## config.mk

```make
export PLATFORM = sky130hd
export DESIGN_NAME = alu_rhs_func_decoder
export DESIGN_NICKNAME = d
export VERILOG_FILES = /design/src/rtl/alu_rhs_func_decoder.sv
export SDC_FILE = /design/constraint.sdc
export NUM_CORES = 1
export LEC_CHECK = 0
export CAP_MARGIN = 15
export CORE_ASPECT_RATIO = 1.4
export CORE_UTILIZATION = 43
export CTS_CLUSTER_SIZE = 8
export DETAILED_ROUTE_END_ITERATION = 8
export HOLD_SLACK_MARGIN = 0.08
export PLACE_DENSITY = 0.77
export SYNTH_ARGS = -nofsm -noshare
export SYNTH_HDL_FRONTEND = slang
export SYNTH_SLANG_ARGS = --single-unit
```

## constraint.sdc

```tcl
create_clock -name AluClock -period 1.4 [get_ports AluClock]
set_input_delay 0.42 -clock AluClock [delete_from_list [all_inputs] [get_ports AluClock]]
set_output_delay 0.42 -clock AluClock [all_outputs]
set_load 0.01 [all_outputs]
```

## src/rtl/alu_rhs_func_decoder.sv

```systemverilog
// rtl/alu_rhs_func_decoder.sv - recovers the ALU RHS AC3..AC0 function code from observed result triples
//
// Watches (LHS, RHS, Logic) triples from the RHS configurable-logic stage.
// Each bit position selects a row {RHS[i], LHS[i]}, and the Logic bit is
// that row's function output. The rows are accumulated until the code is
// fully known, a contradiction is seen, or SAMPLE_LIMIT samples are taken.
//
// Ports:
//   AluClock     - clock, rising edge
//   Reset        - asynchronous active-high reset
//   Start        - begin a capture (acted on only in IDLE)
//   SampleValid  - triple on LHS/RHS/Logic is valid
//   SampleReady  - block accepts triples (COLLECT only)
//   LHS, RHS     - operands of the sampled operation
//   Logic        - logic result for that LHS/RHS
//   Busy         - capture in progress
//   Done         - one-cycle completion pulse
//   FuncCode     - recovered code, bit n = AC n (0 for unknown rows)
//   CodeKnown    - bit n set once row n has been observed
//   Conflict     - an inconsistent sample was seen in this capture
//   SampleCount  - samples accepted in this capture
module alu_rhs_func_decoder #(
    parameter int SAMPLE_LIMIT = 16
) (
    input  logic                              AluClock,
    input  logic                              Reset,
    input  logic                              Start,
    input  logic                              SampleValid,
    output logic                              SampleReady,
    input  logic [7:0]                        LHS,
    input  logic [7:0]                        RHS,
    input  logic [7:0]                        Logic,
    output logic                              Busy,
    output logic                              Done,
    output logic [3:0]                        FuncCode,
    output logic [3:0]                        CodeKnown,
    output logic                              Conflict,
    output logic [$clog2(SAMPLE_LIMIT+1)-1:0] SampleCount
);

    localparam int CW = $clog2(SAMPLE_LIMIT + 1);

    typedef enum logic [1:0] {
        IDLE    = 2'd0,
        COLLECT = 2'd1,
        DONE    = 2'd2
    } state_t;

    state_t state, state_next;

    logic [3:0]    seen1, seen0;
    logic          conflict_hit;
    logic [3:0]    known_next;
    logic [3:0]    code_next;
    logic          conflict_next;
    logic [CW-1:0] count_next;
    logic          accept;
    logic          finish;

    // Per-sample row observations and the post-update capture state.
    always_comb begin
        seen1 = '0;
        seen0 = '0;
        for (int i = 0; i < 8; i++) begin
            if (Logic[i]) seen1[{RHS[i], LHS[i]}] = 1'b1;
            else          seen0[{RHS[i], LHS[i]}] = 1'b1;
        end
        // Contradiction either within the sample or against an earlier sample.
        conflict_hit  = |(seen1 & seen0)
                      | |(CodeKnown & seen1 & ~FuncCode)
                      | |(CodeKnown & seen0 &  FuncCode);
        known_next    = CodeKnown | seen1 | seen0;
        // Observed rows take the new value; a row seen both ways resolves to 1.
        code_next     = (FuncCode & ~(seen1 | seen0)) | seen1;
        conflict_next = Conflict | conflict_hit;
        count_next    = SampleCount + CW'(1);
        finish        = (known_next == 4'b1111) || conflict_next
                      || (count_next == CW'(SAMPLE_LIMIT));
    end

    assign accept = SampleValid && (state == COLLECT);

    always_ff @(posedge AluClock or posedge Reset) begin
        if (Reset) begin
            state <= IDLE;
        end else begin
            state <= state_next;
        end
    end

    always_comb begin
        state_next  = state;
        SampleReady = 1'b0;
        Busy        = 1'b0;
        Done        = 1'b0;
        case (state)
            IDLE: begin
                if (Start) state_next = COLLECT;
            end
            COLLECT: begin
                SampleReady = 1'b1;
                Busy        = 1'b1;
                if (accept && finish) state_next = DONE;
            end
            DONE: begin
                Done       = 1'b1;
                state_next = IDLE;
            end
            default: state_next = IDLE;
        endcase
    end

    always_ff @(posedge AluClock or posedge Reset) begin
        if (Reset) begin
            FuncCode    <= '0;
            CodeKnown   <= '0;
            Conflict    <= 1'b0;
            SampleCount <= '0;
        end else if (state == IDLE && Start) begin
            FuncCode    <= '0;
            CodeKnown   <= '0;
            Conflict    <= 1'b0;
            SampleCount <= '0;
        end else if (accept) begin
            FuncCode    <= code_next;
            CodeKnown   <= known_next;
            Conflict    <= conflict_next;
            SampleCount <= count_next;
        end
    end

endmodule

```

==> results by stage <==
Run status:
- The run finished, with violations left.
- The final reports fail on setup timing.

Power and ir drop:
- The maximum resistive drop on vdd is 0.9171 mV.
- The power per standard cell area is 1212 mW/mm2.
- The analysis attributes to cell leakage a power of 1.234 nW.

Timing:
- In the post-route analysis, the smallest setup slack over all paths is -472.0 ps.
- The transition time of the tightest slew-check pin is 283.5 ps.
- The clock skew after layout is 4.241 ps.
- Setup repair after global routing could not meet its margin everywhere.
- Measured against its own limit, the worst slew margin works out to 81.01%.
- The worst-case hold slack is 459.2 ps.
- The fmax is 534.2 MHz.
- Setup violations remaining at the end of the flow were counted as 19.
- The count of final hold-check violations is 0.
- The shortest period the worst path allows is 1872 ps.
- After layout, the worst path uses 133.7% of the clock period.
- The number of pins exceeding their max-slew limit in the final report is 0.

Placement:
- Routability-driven placement finished with a final weighted congestion of 0.8357.
- The count of input and output buffers is 44.
- The half-perimeter wire length of the detailed placement result is 3477 um.
- OpenSTA, run right after detailed placement, puts the worst setup slack at -1137 ps.
- The number of placed instances, taps included is 303.

Logic synthesis:
- The prevailing post-synth register cell is sky130_fd_sc_hd__dfrtp_1.
- Counting flops with a built-in enable in the synthesized netlist gives 0.
- The gate count of the mapped netlist is 195.
- The share of synthesized area in the top cell type comes to 26.78%.
- The synthesized design spends more area on one cell type than any other, namely sky130_fd_sc_hd__dfrtp_1.
- In the post-synthesis netlist, the biggest area contributors are sky130_fd_sc_hd__dfrtp_1 27%, sky130_fd_sc_hd__nand3b_1 7.5%, sky130_fd_sc_hd__nor3b_1 6.5%.
- In the synthesized netlist the async set-or-reset flop fraction comes to 100.0%.
- The mean post-synth cell area is 7.668 um2.
- The count of synthesis-stage warnings from yosys is 0.
- Synthesis inferred 16 register bits.
- The share of the Yosys chip area taken by registers is 26.78%.
- The mapped netlist covers 0.001495 mm2.
- Synthesis produced a netlist with a net count of 224.
- The synthesized netlist contains 38 unique library cells.

Drt:
- Once detail routing completed, the nets flagged for antenna violations numbered 0.
- The first detailed-routing pass took 4 iterations.
- Across all layers, the routed design uses 1939 vias.
- The routed design has 5570 um of wire.
- The initial detailed-routing violation count is 48.
- Using the TritonRoute via totals, the vias-per-cell ratio works out to 5.876.
- After detailed routing, the number of remaining DRC violations is 0.
- In the final routed layout, each cell accounts on average for 16.88 um.

Layout:
- The diode insertion count for antenna repair is 0.
- Cells with a size suffix above 1 make up 56.21% of the layout.
- The number of fillers in the final layout is 201.
- For this run, the post-layout net count is 320.
- Compared with the post-synthesis result, the final layout area differs by 86.44%.
- The count of non-filler cells in the finished layout is 330.

Critical path:
- STA classifies the critical path startpoint as an input pin.
- STA puts the critical path data arrival time at 2010 ps.
- The combined buffer and inverter count along the critical path is 2.
- The start-to-end type of the worst setup path is in2reg.
- The slowest stage of the critical path belongs to the cell sky130_fd_sc_hd__or4_4.
- The required time reported for the critical path endpoint is 1540 ps.
- The maximum single-stage delay on the critical path is 540 ps.
- Of all nets on the critical path, the largest fanout is 5.
- Traced cell by cell, the critical path runs through buf_6, buf_6, nor3b_2, a21oi_1, nand4_1, nor3_4, or4_4, and3_4, a21o_1.
- Counting stages on the worst path, the most repeated cell is sky130_fd_sc_hd__buf_6.
- The endpoint type of the worst setup path is a flop.
- Among cell families on the critical path, the largest total delay comes from simple AND/OR/NAND/NOR gates.

Global route:
- Global routing finished with a remaining overflow of 0.
- The initial antenna violation count is 0.
- Global routing consumed, over all layers together, 28.69% of the routing resources.
- The global-route wire length before repair is 8121 um.
- The maximum number of pins on one net before global-route repair is 17.
- The via count of the first global-routing pass came to 1866.

Hold path:
- In this run the worst hold path is classified as in2async.

CTS:
- The master cell of the clock root buffer is sky130_fd_sc_hd__clkbuf_8.
- In this run the number of H-tree levels came out at 1.
- The clock insertion delay at the later pin of the skew report is 250 ps.
- Clock tree synthesis found a total of 16 sinks.
- The clock-pin transition on the worst setup and hold timing paths is 70 ps.
- The clock passes through at most 2 buffers.
- Buffers inserted during clock tree synthesis total 3.
- The clock tree from TritonCTS is yes.
- The number of buffers added to fix hold violations after cts is 0.

Die:
- The die covers 0.003720 mm2.
- In this run the count of I/O pins placed on the die edge is 45.
- The area of the core region is 0.003347 mm2.
- The total number of placement rows is 25.
- The effective utilization at floorplan is 44.67%.
- The die is 71.77 um tall.
- In this run the horizontal extent of the chip is 51.84 um.

Flow run:
- The tool flagged a number of max-cap violations equal to 0.
-- kinds of logic after synthesis --
| group | share of synthesized area (%) |
|---|---|
| compound gates | 20.00 |
| flops | 26.78 |
| xor+xnor | 1.758 |
| mux | 1.004 |
| buf+inv | 6.192 |
| simple gates | 43.43 |
| fa+ha+maj | 0.8367 |
-- what timing repair did --
item	4_1_cts	5_1_grt
gates cloned	0	0
gates resized for setup	198	66
setup buffers	19	5
endpoints found under the setup margin	32	20
pin swaps	31	27
-- per-stage QoR --
stage | total power (W) | setup TNS, ps | instance area (um2) | utilization (%)
detailed placement | 0.002378 | -10750 | 2247 | 67.14
floorplan | 0.001550 | -1784 | 1615 | -
CTS | 0.003085 | -2834 | 2570 | 76.79
global placement | 0.002341 | -10310 | 2247 | 67.14
finish | 0.003380 | -3681 | 2788 | 83.29
global route | 0.003562 | -4444 | 2788 | 83.29
-- registers in the layout (all words and copies together) (netlist names) --
signal / flops
CodeKnown: 4
Conflict: 1
FuncCode: 4
SampleCount: 5
state: 2
-- layer usage --
metal	GRT usage [%]	vias up	wire, um
met5	0	-	0
met4	15.62	0	295
met3	2.548	25	169
met2	53.99	78	3119
met1	29.74	927	1986
li1	-	909	-
-- worst min-delay path, delay by kind of cell --
kind,cells,cell delay (ps)
buffers and inverters,3,660
-- power breakdown --
part | switching (W) | leakage, nW | internal, W | total [W]
combinational | 0.00105 | 0.999 | 0.00116 | 0.00221
sequential | 0.000122 | 0.206 | 0.000636 | 0.000758
clock | 0.000165 | 0.0288 | 0.000250 | 0.000415
total | 0.00134 | 1.23 | 0.00204 | 0.00338
-- worst paths after layout --
kind,start,slack (ps),cells past startpoint,endpoint
setup / recovery,LHS[5],-470,9,state[0]
hold / removal,Reset,460,3,SampleCount[3]
setup reg to reg,state[0],-190,8,state[0]
hold reg to reg,FuncCode[0],570,1,FuncCode[0]
max in group asynchronous,Reset,740,3,CodeKnown[2]
min in group AluClock,FuncCode[0],570,1,FuncCode[0]
-- synthesized netlist by cell type, types with 4 or more instances --
cell type	instances
sky130_fd_sc_hd__nand2_1	24
sky130_fd_sc_hd__a22o_1	5
sky130_fd_sc_hd__a21oi_1	9
sky130_fd_sc_hd__o21ai_1	6
sky130_fd_sc_hd__nand4_1	4
sky130_fd_sc_hd__nor2_1	21
sky130_fd_sc_hd__a31oi_1	6
sky130_fd_sc_hd__and3_1	5
sky130_fd_sc_hd__nand3_1	5
sky130_fd_sc_hd__buf_6	5
sky130_fd_sc_hd__o21ai_0	13
sky130_fd_sc_hd__nor3_1	11
sky130_fd_sc_hd__nor3b_1	13
sky130_fd_sc_hd__nand3b_1	15
sky130_fd_sc_hd__dfrtp_1	16
-- layout make-up --
cell class	count	area (um2)	share of cell area, %
multi-input cells	167	1350	48.43
repair buffers	102	927.1	33.26
flip-flops and latches	16	401.6	14.41
clock buffers	4	55.05	1.975
well taps	40	50.05	1.795
inverters	1	3.754	0.1347
-- cells in the final DEF, fill, tap and decap left out, types with 3 or more instances in the layout --
| cell | count |
|---|---|
| sky130_fd_sc_hd__buf_4 | 45 |
| sky130_fd_sc_hd__buf_6 | 35 |
| sky130_fd_sc_hd__nor2_1 | 17 |
| sky130_fd_sc_hd__dfrtp_1 | 15 |
| sky130_fd_sc_hd__nand3b_1 | 15 |
| sky130_fd_sc_hd__nand2_1 | 15 |
| sky130_fd_sc_hd__dlygate4sd2_1 | 12 |
| sky130_fd_sc_hd__nor3b_2 | 11 |
| sky130_fd_sc_hd__o21ai_1 | 10 |
| sky130_fd_sc_hd__nand2_2 | 8 |
| sky130_fd_sc_hd__o21ai_2 | 8 |
| sky130_fd_sc_hd__nor3_2 | 6 |
| sky130_fd_sc_hd__a21oi_1 | 5 |
| sky130_fd_sc_hd__a22o_1 | 5 |
| sky130_fd_sc_hd__a21oi_2 | 4 |
| sky130_fd_sc_hd__nand4_1 | 4 |
| sky130_fd_sc_hd__nor2_2 | 4 |
| sky130_fd_sc_hd__and3_4 | 4 |
| sky130_fd_sc_hd__clkbuf_8 | 4 |
| sky130_fd_sc_hd__or4_4 | 3 |
| sky130_fd_sc_hd__nor3_4 | 3 |
| sky130_fd_sc_hd__nor3_1 | 3 |
| sky130_fd_sc_hd__nand3_2 | 3 |
| sky130_fd_sc_hd__a31oi_4 | 3 |
| sky130_fd_sc_hd__nor2b_1 | 3 |
| sky130_fd_sc_hd__nand3_1 | 3 |
| sky130_fd_sc_hd__xor2_1 | 3 |
| sky130_fd_sc_hd__clkdlybuf4s50_1 | 3 |
Note: power is estimated with default switching activity, not from simulation.
